## src/rtl/blinker_tick_gen.sv

```systemverilog
// Tick generator for the blinker toggle register: a programmable-rate enable
// pulse plus a debounced push-button that steps through four rates.
module blinker_tick_gen #(
    parameter int CNT_W        = 16,
    parameter int PERIOD0      = 1000,
    parameter int PERIOD1      = 500,
    parameter int PERIOD2      = 250,
    parameter int PERIOD3      = 100,
    parameter int DEBOUNCE_CYC = 20
) (
    input  logic       system1000,
    input  logic       system1000_rst,
    input  logic       en_i,
    input  logic       btn_i,
    output logic       tick_o,
    output logic [1:0] rate_o,
    output logic       press_o
);

    localparam int DB_W = $clog2(DEBOUNCE_CYC + 1);
    localparam logic [DB_W-1:0] DB_LAST = DB_W'(DEBOUNCE_CYC - 1);

    typedef enum logic [1:0] {
        IDLE,
        PRESS_CHK,
        HELD,
        REL_CHK
    } db_state_t;

    logic             sync1_reg;
    logic             sync2_reg;
    logic             btn_s;
    db_state_t        state_reg;
    db_state_t        state_next;
    logic [DB_W-1:0]  db_cnt_reg;
    logic [DB_W-1:0]  db_cnt_next;
    logic             press_event;
    logic [CNT_W-1:0] cnt_reg;
    logic [CNT_W-1:0] cur_last;
    logic [CNT_W-1:0] period_last [4];
    logic             tick_reg;
    logic             press_reg;
    logic [1:0]       rate_reg;

    // Terminal count per rate; a zero period behaves like a period of one.
    for (genvar gi = 0; gi < 4; gi++) begin : g_period
        localparam int P_RAW  = (gi == 0) ? PERIOD0 :
                                (gi == 1) ? PERIOD1 :
                                (gi == 2) ? PERIOD2 : PERIOD3;
        localparam int P_LAST = (P_RAW <= 0) ? 0 : P_RAW - 1;
        assign period_last[gi] = CNT_W'(P_LAST);
    end

    assign cur_last = period_last[rate_reg];
    assign btn_s    = sync2_reg;

    always_ff @(posedge system1000) begin
        if (system1000_rst) begin
            sync1_reg <= 1'b0;
            sync2_reg <= 1'b0;
        end else begin
            sync1_reg <= btn_i;
            sync2_reg <= sync1_reg;
        end
    end

    always_ff @(posedge system1000) begin
        if (system1000_rst) begin
            state_reg  <= IDLE;
            db_cnt_reg <= '0;
        end else begin
            state_reg  <= state_next;
            db_cnt_reg <= db_cnt_next;
        end
    end

    always_comb begin
        state_next  = state_reg;
        db_cnt_next = db_cnt_reg;
        press_event = 1'b0;
        case (state_reg)
            IDLE: begin
                if (btn_s) begin
                    state_next  = PRESS_CHK;
                    db_cnt_next = DB_W'(1);
                end
            end
            PRESS_CHK: begin
                if (!btn_s) begin
                    state_next  = IDLE;
                    db_cnt_next = '0;
                end else if (db_cnt_reg == DB_LAST) begin
                    state_next  = HELD;
                    press_event = 1'b1;
                end else begin
                    db_cnt_next = db_cnt_reg + DB_W'(1);
                end
            end
            HELD: begin
                if (!btn_s) begin
                    state_next  = REL_CHK;
                    db_cnt_next = DB_W'(1);
                end
            end
            REL_CHK: begin
                if (btn_s) begin
                    state_next = HELD;
                end else if (db_cnt_reg == DB_LAST) begin
                    state_next  = IDLE;
                    db_cnt_next = '0;
                end else begin
                    db_cnt_next = db_cnt_reg + DB_W'(1);
                end
            end
            default: begin
                state_next  = IDLE;
                db_cnt_next = '0;
            end
        endcase
    end

    // A press restarts the period with the new rate and swallows any tick due now.
    always_ff @(posedge system1000) begin
        if (system1000_rst) begin
            cnt_reg   <= '0;
            tick_reg  <= 1'b0;
            press_reg <= 1'b0;
            rate_reg  <= 2'd0;
        end else begin
            press_reg <= press_event;
            if (press_event) begin
                rate_reg <= rate_reg + 2'd1;
                cnt_reg  <= '0;
                tick_reg <= 1'b0;
            end else if (en_i) begin
                if (cnt_reg == cur_last) begin
                    cnt_reg  <= '0;
                    tick_reg <= 1'b1;
                end else begin
                    cnt_reg  <= cnt_reg + CNT_W'(1);
                    tick_reg <= 1'b0;
                end
            end else begin
                tick_reg <= 1'b0;
            end
        end
    end

    assign tick_o  = tick_reg;
    assign press_o = press_reg;
    assign rate_o  = rate_reg;

endmodule

```

## config.mk

```make
export PLATFORM = sky130hd
export DESIGN_NAME = blinker_tick_gen
export DESIGN_NICKNAME = d
export VERILOG_FILES = /design/src/rtl/blinker_tick_gen.sv
export SDC_FILE = /design/constraint.sdc
export NUM_CORES = 1
export LEC_CHECK = 0
export ABC_AREA = 1
export CORE_MARGIN = 2
export CORE_UTILIZATION = 45
export DETAILED_ROUTE_END_ITERATION = 10
export HOLD_SLACK_MARGIN = 0.02
export PLACE_DENSITY = 0.69
export SLEW_MARGIN = 10
export SYNTH_ARGS = -nofsm -noshare
export SYNTH_HDL_FRONTEND = slang
export SYNTH_SLANG_ARGS = --single-unit
```

## constraint.sdc

```tcl
create_clock -name system1000 -period 4 [get_ports system1000]
set_clock_uncertainty 0.1 [all_clocks]
set_input_delay 0.6 -clock system1000 [delete_from_list [all_inputs] [get_ports system1000]]
set_output_delay 0.6 -clock system1000 [all_outputs]
set_load 0.1 [all_outputs]
```

# Word-level counts from Yosys, hierarchy flattened
# Index checks and enable logic that the tools add are counted.
op_classes:
  n_addsub: 3
  bitwise: 2
  n_lt_le_gt_ge: 1
  n_eq_ne: 11
  n_reduce_logical: 5
  n_mux: 22
ops:
  columns: ["cell", "count"]
  rows:
  - ["2-to-1 mux 16 bit", 3]
  - ["binary-select mux 16 bit (select 2 bit)", 1]
  - ["2-to-1 mux 5 bit", 6]
  - ["case mux 5 bit (4 select lines)", 1]
  - ["adder 16 x 1 -> 16 bit (second input constant)", 1]
  - ["== test 16 bit", 1]
  - ["2-to-1 mux 2 bit", 6]
  - ["inequality test 3 bit (second input constant)", 3]
  - ["case mux 2 bit (4 select lines)", 1]
  - ["AND reduction 4 bit", 2]
  - ["inequality test 2 bit (second input constant)", 3]
  - ["adder 5 x 1 -> 5 bit (second input constant)", 1]
  - ["== test 5 bit (second input constant)", 1]
  - ["== test 2 bit (second input constant)", 2]
  - ["2-to-1 mux 1 bit", 4]
  - [">= comparator 3 bit (second input constant)", 1]
  - ["inverter 2 -> 3 bit", 1]
  - ["OR reduction 3 bit", 1]
  - ["adder 2 x 1 -> 2 bit (second input constant)", 1]
  - ["== test 2 x 1 -> 1 bit (second input constant)", 1]
  - ["logical NOT 2 bit", 1]
  - ["OR reduction 2 bit", 1]
  - ["inverter 1 bit", 1]
totals:
  word_cells: 52
  ff_bits: 29
  inputBits: 4
  output_inout_bits: 4

# Depth between registers and ports, before layout
# Gate-level depths: netlist of the first run.
logic_depth:
  word_depth: 6
  depth_mapped: 10
  ltp_nobuf: 10

# Least setup slack after synthesis of the first run
# No wires, ideal clock.
synth_timing:
  path_kind: "register to register"
  from: "register rate_reg[0] (netlist: rate_o[0])"
  to: "register cnt_reg[10]"
  n_path_buf: 0
  t_required_ns: 3.779
  setup_ns: 0.121
  setup_slack_ns: 1.640
  t_arrival_ns: 2.139
  synth_period_minus_slack_ns: 2.360
  stages_incl_launch_ff: 10
  cell_sequence: "dfxtp_1 -> inv_1 -> ha_1 -> inv_1 -> nand2_1 -> nand2_1 -> nor2_1 -> nand2_1 -> o21bai_4 -> nor2_1"
synth_between:
  elab_chain_len: 6
synth_lines:
  columns: ["element", "line_no", "source"]
  rows:
  - ["start, declared", "43", "logic [1:0] rate_reg;"]
  - ["start signal, assigned", "132", "rate_reg <= rate_reg + 2'd1;"]
  - ["inverter 2 -> 3 bit (not written as such)", "54", "assign cur_last = period_last[rate_reg];"]
  - ["binary-select mux 16 bit (select 2 bit)", "54", null]
  - ["2-to-1 mux 16 bit (not written as such) (2 in series)", "54", null]
  - ["== test 16 bit", "136", "if (cnt_reg == cur_last) begin"]
  - ["2-to-1 mux 16 bit", "136", null]
  - ["end signal, assigned", "140", "cnt_reg <= cnt_reg + CNT_W'(1);"]
  - ["end, declared", "38", "logic [CNT_W-1:0] cnt_reg;"]
# Every way passes these cells. The select of a mux whose other input is x is not followed.
# A chain may end at the register's enable or synchronous reset.

# Worst setup path after layout of the first run
layout_timing:
  from: "register rate_reg[1] (netlist: rate_o[1])"
  to: "output port rate_o[1]"
layout_lines:
  columns: ["element", "line_no", "source"]
  rows:
  - ["end, declared", "16", "output logic [1:0] rate_o,"]
# No word-level cell between the ends.

==> reports/metrics.csv, run 1 <==
metric,value,unit
leakage,0.889,nW
grt_pass1_wl,5980,microns
outcome,"complete, no violations",
place_congestion,0.895,
n_antenna_cell,0,
cts_buffers,5,
antenna_found_initial,0,
slowest_stage,clkdlybuf4s50_1,
synth_warnings,0,
path_max_fanout,6,
initial_core_util,46.8,%
post_cts_buffers,0,
portBuffers,7,
final_core_util,52.4,%
setup.worst_path.start_class,flip-flop,
final.setup.tns,0,ps
power_density,309,nW/um^2
syn_inst,277,
worst_slew_pin_slew,959,ps
worstHoldPathType,flip-flop to flip-flop,
finalCritPeriodShare,64.2,%
finalSetupViolations,0,
syn_nets,287,
hold_viol,0,
r2r_start,rate_o[1],
worstSetupPathType,flip-flop to output port,
core-area,3690,sq um
grt_max_degree,12,
pin_count,8,
htreeDepth,2,
cts_resized,0,
drc,0,
max_freq,389,MHz
synth_area,1730,sq um
max_cap_violations,0,
grt_pass1_vias,1295,
grt-ovfl-total,0,
cp_slowest_stage_delay,1170,ps
path_buf_inv,1,
dr.pass1.iters,4,
clockBufferDepth,2,
post-route-cell-area,1930,sq um
die_area,4350,sq um
fin_nets,299,
rsz0062_at_grt,false,
hpwl,2640,microns
vias,1533,
drt_iter0_markers,85,
vias_per_cell,4.54,
final_cell_mix,"96 x nand2_1, 48 x inv_1, 46 x nor2_1",
ctsHoldBuffers,0,
root_buffer,clkbuf_8,
min_period,2570,ps
critPathCaptureType,output port,
postRouteWirelength,3470,microns
clock_sinks,29,
die_x,65.9,microns
clk_latency,290,ps
drive_gt1_share,6.90,%
cts_tree,done,
largest_reg_flops,16,
worstPathCellList,clkdlybuf4s50_1,
cp-startpoint,rate_o[1],
chipHeight,65.9,microns
dp.cells,330,
synth_seq_cells,29,
layout_commonest_cell,nand2_1,
holdCritStartpoint,sync1_reg,
yosysSeqAreaShare,33.6,%
dp_slack,1500,ps
required,3300,ps
final_cells,338,
crit_arrival,1870,ps
area_delta_synth_final,12.0,%
wl_per_cell,10.3,microns
num-fill-cells,397,
dpl_cell_area,1830,sq um
max_slew_margin,35.9,%
path_delay_family,buffers and inverters,
num_rows,22,
grt_use_total,18.1,%
fin_ws,1430,ps
ys_types,25,
ant_nets,0,
ir_drop,0.000166,V
clkSlewWorstSetupHoldPaths,60,ps
syn_area_per_cell,6.23,sq um
drv_slew,0,
-- through the flow --
stage | total power [W] | hold WS (ps)
after floorplan | 0.000331 | 288
after global placement | 0.000339 | 293
after detailed placement | 0.000339 | 307
after CTS | 0.000603 | 317
after global routing | 0.000620 | 380
final | 0.000597 | 318
-- tightest hold or removal path, cell delays in order (launching register included) --
cell and delay, ps:
dfxtp_1 290, inv_1 50, nor2_1 30
-- layer usage --
layer | track usage, % | up-vias | share of wire, %
li1 | - | 861 | -
met1 | 27.7 | 634 | 54
met2 | 23.7 | 31 | 39
met3 | 4.60 | 7 | 5.1
met4 | 6.89 | 0 | 1.8
met5 | 0 | - | 0
-- cell usage after synthesis --
| cell type | instances | share of area, % |
|---|---|---|
| nand4_1 | 9 | 3.3 |
| buf_6 | 1 | 0.65 |
| nand3_2 | 2 | 1.2 |
| xor2_1 | 3 | 1.5 |
| dfxtp_1 | 29 | 34 |
| o21ai_0 | 5 | 1.4 |
| o21bai_1 | 2 | 0.87 |
| clkbuf_8 | 1 | 0.80 |
| a21oi_1 | 2 | 0.58 |
| nor2_2 | 3 | 1.1 |
| nand2_1 | 96 | 21 |
| nor3_4 | 1 | 0.94 |
| nand2_2 | 2 | 0.72 |
| nand2_4 | 1 | 0.65 |
| a31oi_1 | 1 | 0.36 |
| o21bai_4 | 1 | 1.1 |
| inv_1 | 48 | 10 |
| nor2_1 | 46 | 10 |
| nor2_4 | 1 | 0.65 |
| inv_2 | 1 | 0.22 |
| nor3_1 | 2 | 0.58 |
| nand3_1 | 12 | 3.5 |
| and3_1 | 1 | 0.36 |
| ha_1 | 6 | 4.3 |
| o21ai_1 | 1 | 0.29 |
-- report_power, final --
part           internal, W  switching [W]
Combinational    0.0000127      0.0000218
Sequential        0.000294     0.00000430
Clock             0.000155       0.000109
Total             0.000462       0.000135
-- final timing paths --
| kind | endpoint | slack, ps | depth (start not counted) |
|---|---|---|---|
| max | rate_o[1] | 1430 | 1 |
| min | btn_s | 320 | 2 |
| max reg2reg | cnt_reg[9] | 2240 | 8 |
| min reg2reg | btn_s | 320 | 2 |
-- layout make-up --
class	instances	area, sq um	share of cell area, %
tap	48	60.1	3.11
timing repair buffer	7	70.1	3.62
sequential	29	581	30.0
clock inverter	1	5.00	0.259
inverter	49	184	9.51
multi-input combinational	197	937	48.5
clock buffer	7	96.3	4.98
-- cell families after synthesis --
family | count (synthesis) | share of synthesized area [%]
and+or+nand+nor | 176 | 43.8
AOI/OAI and AO/OA | 12 | 4.64
xor gates and xnor gates | 3 | 1.52
adders and majority gates | 6 | 4.35
DFF | 29 | 33.6
buffers and inverters | 51 | 12.1
(Power assumes the default switching activity.)
==> inputs of run 2 (changes only) <==
PLACE_DENSITY = 0.72   (was 0.69)
clock period = 2.1 ns   (was 4 ns; I/O delays follow)
==> run 2 against run 1 <==
Against the previous run: combinational power grew 99%; worst hold slack got worse by 8.3 ps; count of clock-buffer cells in the layout did not move; via count grew 2.0%; critical endpoint is now cnt_reg[2].
==> reports/metrics.csv, run 2 (synthesized netlist as in run 1, its figures left out) <==
metric,value,unit
outcome,"complete, no violations",
max_slew_margin,63.7,%
grt.busiest_layer,met2,
grt_max_degree,11,
path_delay_family,simple AND/OR/NAND/NOR gates,
die_area,4350,sq um
cp_slowest_stage_delay,380,ps
required,2160,ps
die_x,65.9,microns
max_cap_violations,0,
cts_tree,done,
use_met3,5.11,%
drive_gt1_share,9.59,%
vias_per_cell,4.60,
portBuffers,7,
core-area,3690,sq um
grtUsageMet1,25.9,%
final_cell_mix,"96 x nand2_1, 48 x inv_1, 46 x nor2_1",
place_congestion,0.841,
min_period,1730,ps
finalSetupViolations,0,
worstSetupPathType,flip-flop to flip-flop,
post-route-cell-area,1940,sq um
hold_viol,0,
reg2reg_to,cnt_reg[2],
vias,1563,
crit_arrival,1790,ps
post_cts_buffers,0,
num-fill-cells,381,
drt_iter0_markers,96,
wl_per_cell,10.1,microns
ir_drop,0.000255,V
finalCritPeriodShare,82.2,%
clkSlewWorstSetupHoldPaths,60,ps
fin_nets,301,
cts_resized,0,
antenna_found_initial,0,
cp.depth,9,
power_density,588,nW/um^2
layout_commonest_cell,nand2_1,
grt_pass1_wl,6110,microns
rrSetupSlack,370,ps
critPathCaptureType,flip-flop,
max_freq,579,MHz
cp-startpoint,rate_o[1],
clk_latency,280,ps
root_buffer,clkbuf_8,
grt-ovfl-total,0,
grt_use_total,18.5,%
hpwl,2620,microns
chipHeight,65.9,microns
dpl_cell_area,1840,sq um
worst_slew_pin_slew,540,ps
postRouteWirelength,3440,microns
path_buf_inv,2,
n_antenna_cell,0,
initial_core_util,46.8,%
drv_slew,0,
crit_top_cell,nand2_1,
largest_reg_flops,16,
dr.pass1.iters,4,
fin_ws,374,ps
path_max_fanout,10,
r2r_cells,9,
htreeDepth,2,
ctsHoldBuffers,0,
clock_sinks,29,
grt_util_met2,26.5,%
min_path_cells,2,
clockBufferDepth,2,
holdCritStartpoint,sync1_reg,
worstHoldPathType,flip-flop to flip-flop,
grt_pass1_vias,1402,
leakage,0.907,nW
ant_nets,0,
num_rows,22,
setup.worst_path.start_class,flip-flop,
drc,0,
holdPathEnd,btn_s,
dp_slack,324,ps
r2r_start,rate_o[1],
pin_count,8,
slowest_stage,dfxtp_2,
final.setup.tns,0,ps
rsz0062_at_grt,false,
worstPathCellList,"inv_1, ha_1, inv_1, nand2_1, nand2_1, nor2_1, nand2_1, o21bai_4, nor2_1",
cts_buffers,5,
area_delta_synth_final,12.4,%
==> run 2: cell count changes in the layout (fill, tap and decap cells not counted) <==
| cell | change |
|---|---|
| dfxtp_1 | -2 |
| buf_4 | +6 |
| dfxtp_2 | +2 |
| clkdlybuf4s50_1 | -4 |
==> run 2: area by class of cell <==
class                   count  area (sq um)  area share [%]
inverters                  49           184            9.48
flip-flops and latches     29           583            30.0
multi-input cells         197           937            48.3
clock inverters             1          5.00           0.258
clock buffers               7          96.3            4.96
well taps                  48          60.1            3.09
repair buffers              9          75.1            3.87
==> run 2: how the worst max path moves through the flow <==
stage,endpoint
6_report,cnt_reg[2]
5_1_grt,cnt_reg[10]
4_1_cts,cnt_reg[1]
3_5_place_dp,cnt_reg[1]
3_3_place_gp,cnt_reg[13]
2_1_floorplan,cnt_reg[10]
==> run 2: worst reg2reg max path, stage by stage (launching register included) <==
cell	delay, ps
dfxtp_2	380
inv_1	80
ha_1	320
inv_1	50
nand2_1	70
nand2_1	60
nor2_1	90
nand2_1	110
o21bai_4	290
nor2_1	70
==> run 2: power breakdown <==
part	switching [W]	total (W)	internal, W
clock	0.000209	0.000504	0.000295
combinational	0.0000419	0.0000686	0.0000267
sequential	0.00000866	0.000569	0.000560
total	0.000259	0.00114	0.000882
==> run 2: through the flow <==
stage	std cells	total power, W	hold WS (ps)	utilization [%]
after global placement	332	0.000648	310	49.9
after floorplan	277	0.000631	284	-
after global routing	340	0.00119	346	52.6
final	340	0.00114	310	52.6
after CTS	340	0.00115	314	52.6
after detailed placement	332	0.000649	304	49.9
==> run 2: per-layer routing <==
layer | up-vias | part of all wire (%)
li1 | 867 | -
met1 | 657 | 53
met2 | 32 | 40
met3 | 7 | 4.5
met4 | 0 | 2.1
met5 | - | 0
==> inputs of run 3 (changes only) <==
PLACE_DENSITY = 0.69   (was 0.72)
clock period = 1.6 ns   (was 2.1 ns; I/O delays follow)
==> run 3 against run 2 <==
Against the previous run: die area is the same; total power grew 28%; worst hold slack lost 2.4 ps; final cell count grew 4.4%; highest routed layer unchanged; count of clock-buffer cells in the layout is the same; register-to-register slack lost 330 ps; setup slack lost 330 ps.
==> reports/metrics.csv, run 3 (synthesized netlist as in run 1, its figures left out) <==
metric,value,unit
cp_slowest_stage_delay,370,ps
wl_per_cell,11.1,microns
leakage,1.01,nW
switching_share,23.0,%
min_path_cells,2,
max_freq,644,MHz
core-area,3690,sq um
drt_iter0_markers,82,
final_core_util,60.5,%
cts_tree,done,
final_cell_mix,"91 x nand2_1, 44 x inv_1, 38 x nor2_1",
num-fill-cells,332,
vias,1683,
finalCritPeriodShare,97.1,%
clk_latency,280,ps
fin_nets,317,
hpwl,2790,microns
pwr-share-seq,51.1,%
cp.depth,8,
ir_drop,0.000364,V
grt_pass1_vias,1565,
hold-worst-slack,307,ps
r2r_cells,8,
htreeDepth,2,
postRouteWirelength,3930,microns
clkPwrFrac,41.0,%
portBuffers,7,
rsz0062_at_grt,true,
clock_sinks,29,
die_area,4350,sq um
cts_buffers,5,
power.total,0.00146,W
worstPathCellList,"inv_6, ha_4, nand2_2, nand2_2, nor2_2, nand3_4, o21bai_4, nor2_1",
p_switching,0.000336,W
num_rows,22,
final.setup.tns,0,ps
largest_reg_flops,16,
clkSlewWorstSetupHoldPaths,60,ps
worstHoldPathType,flip-flop to flip-flop,
vias_per_cell,4.74,
antenna_found_initial,0,
grt-ovfl-total,0,
setup.worst_path.start_class,flip-flop,
max_slew_margin,81.7,%
slowest_stage,dfxtp_4,
path_max_fanout,5,
final_cells,355,
min_period,1550,ps
grt_use_total,20.3,%
grt_max_degree,9,
outcome,"complete, no violations",
crit_top_cell,nand2_2,
path_buf_inv,1,
finalSetupViolations,0,
required,1670,ps
crit_arrival,1620,ps
ant_nets,0,
dr.pass1.iters,4,
die_x,65.9,microns
critPathCaptureType,flip-flop,
area_delta_synth_final,29.2,%
dp.cells,344,
drive_gt1_share,21.8,%
ctsHoldBuffers,0,
path_delay_family,simple AND/OR/NAND/NOR gates,
n_antenna_cell,0,
place_congestion,0.826,
pin_count,8,
worst_slew_pin_slew,274,ps
drc,0,
drv_slew,0,
clockBufferDepth,2,
grt_pass1_wl,6780,microns
initial_core_util,46.8,%
worstSetupPathType,flip-flop to flip-flop,
hold_viol,0,
p_comb_share,7.9,%
layout_commonest_cell,nand2_1,
root_buffer,clkbuf_8,
p_int,0.00112,W
power_density,655,nW/um^2
chipHeight,65.9,microns
max_cap_violations,0,
run 3: cell type report:
cell class | instances | area (sq um) | share of cell area [%]
Sequential cell | 29 | 592 | 26.5
Inverter | 49 | 191 | 8.58
Multi-Input combinational cell | 198 | 1050 | 47.1
Timing Repair Buffer | 24 | 250 | 11.2
Clock buffer | 7 | 86.3 | 3.87
Tap cell | 48 | 60.1 | 2.69
run 3: what timing repair did:
action | 4_1_cts | 5_1_grt
gates cloned | 1 | 0
endpoints found under the setup margin | 10 | 24
buffers inserted | 0 | 3
pin swaps | 1 | 12
resized for setup | 3 | 27
run 3: worst paths after layout:
path,startpoint,to,slack (ps)
hold reg to reg,sync1_reg,btn_s,310
setup reg to reg,rate_o[0],cnt_reg[10],50
hold / removal,sync1_reg,btn_s,310
setup / recovery,rate_o[0],cnt_reg[10],50
run 3: through the flow:
| stage | setup WS (ps) | cell area, sq um |
|---|---|---|
| final | 46.8 | 2230 |
| after global routing | -34.0 | 2230 |
| after CTS | 0.752 | 2130 |
| after detailed placement | -94.7 | 2010 |
| after global placement | -80.6 | 2010 |
| after floorplan | -65.4 | 1750 |
run 3: power by group through the flow:
stage	clock (W)	sequential (W)	combinational (W)
after floorplan	0	0.000755	0.0000697
after global placement	0	0.000758	0.000101
after detailed placement	0	0.000758	0.000102
after CTS	0.000616	0.000742	0.000107
after global routing	0.000642	0.000748	0.000131
final	0.000598	0.000747	0.000116
run 3: worst reg2reg max path, delay by kind of cell, from the launching register on:
family / cells / cell delay [ps]
AO/OA/AOI/OAI: 1 / 250
adder cells (fa/ha/maj): 1 / 240
flip-flops: 1 / 370
buffers and inverters: 1 / 50
AND/OR/NAND/NOR: 5 / 450
run 3: per-layer routing:
layer,GRT usage [%],share of wire (%),vias up,routed length (microns)
li1,-,-,906,-
met1,26.3,48,730,1870
met2,32.2,45,36,1770
met3,3.92,4.9,11,194
met4,10.2,2.4,0,93
met5,0,0,-,0
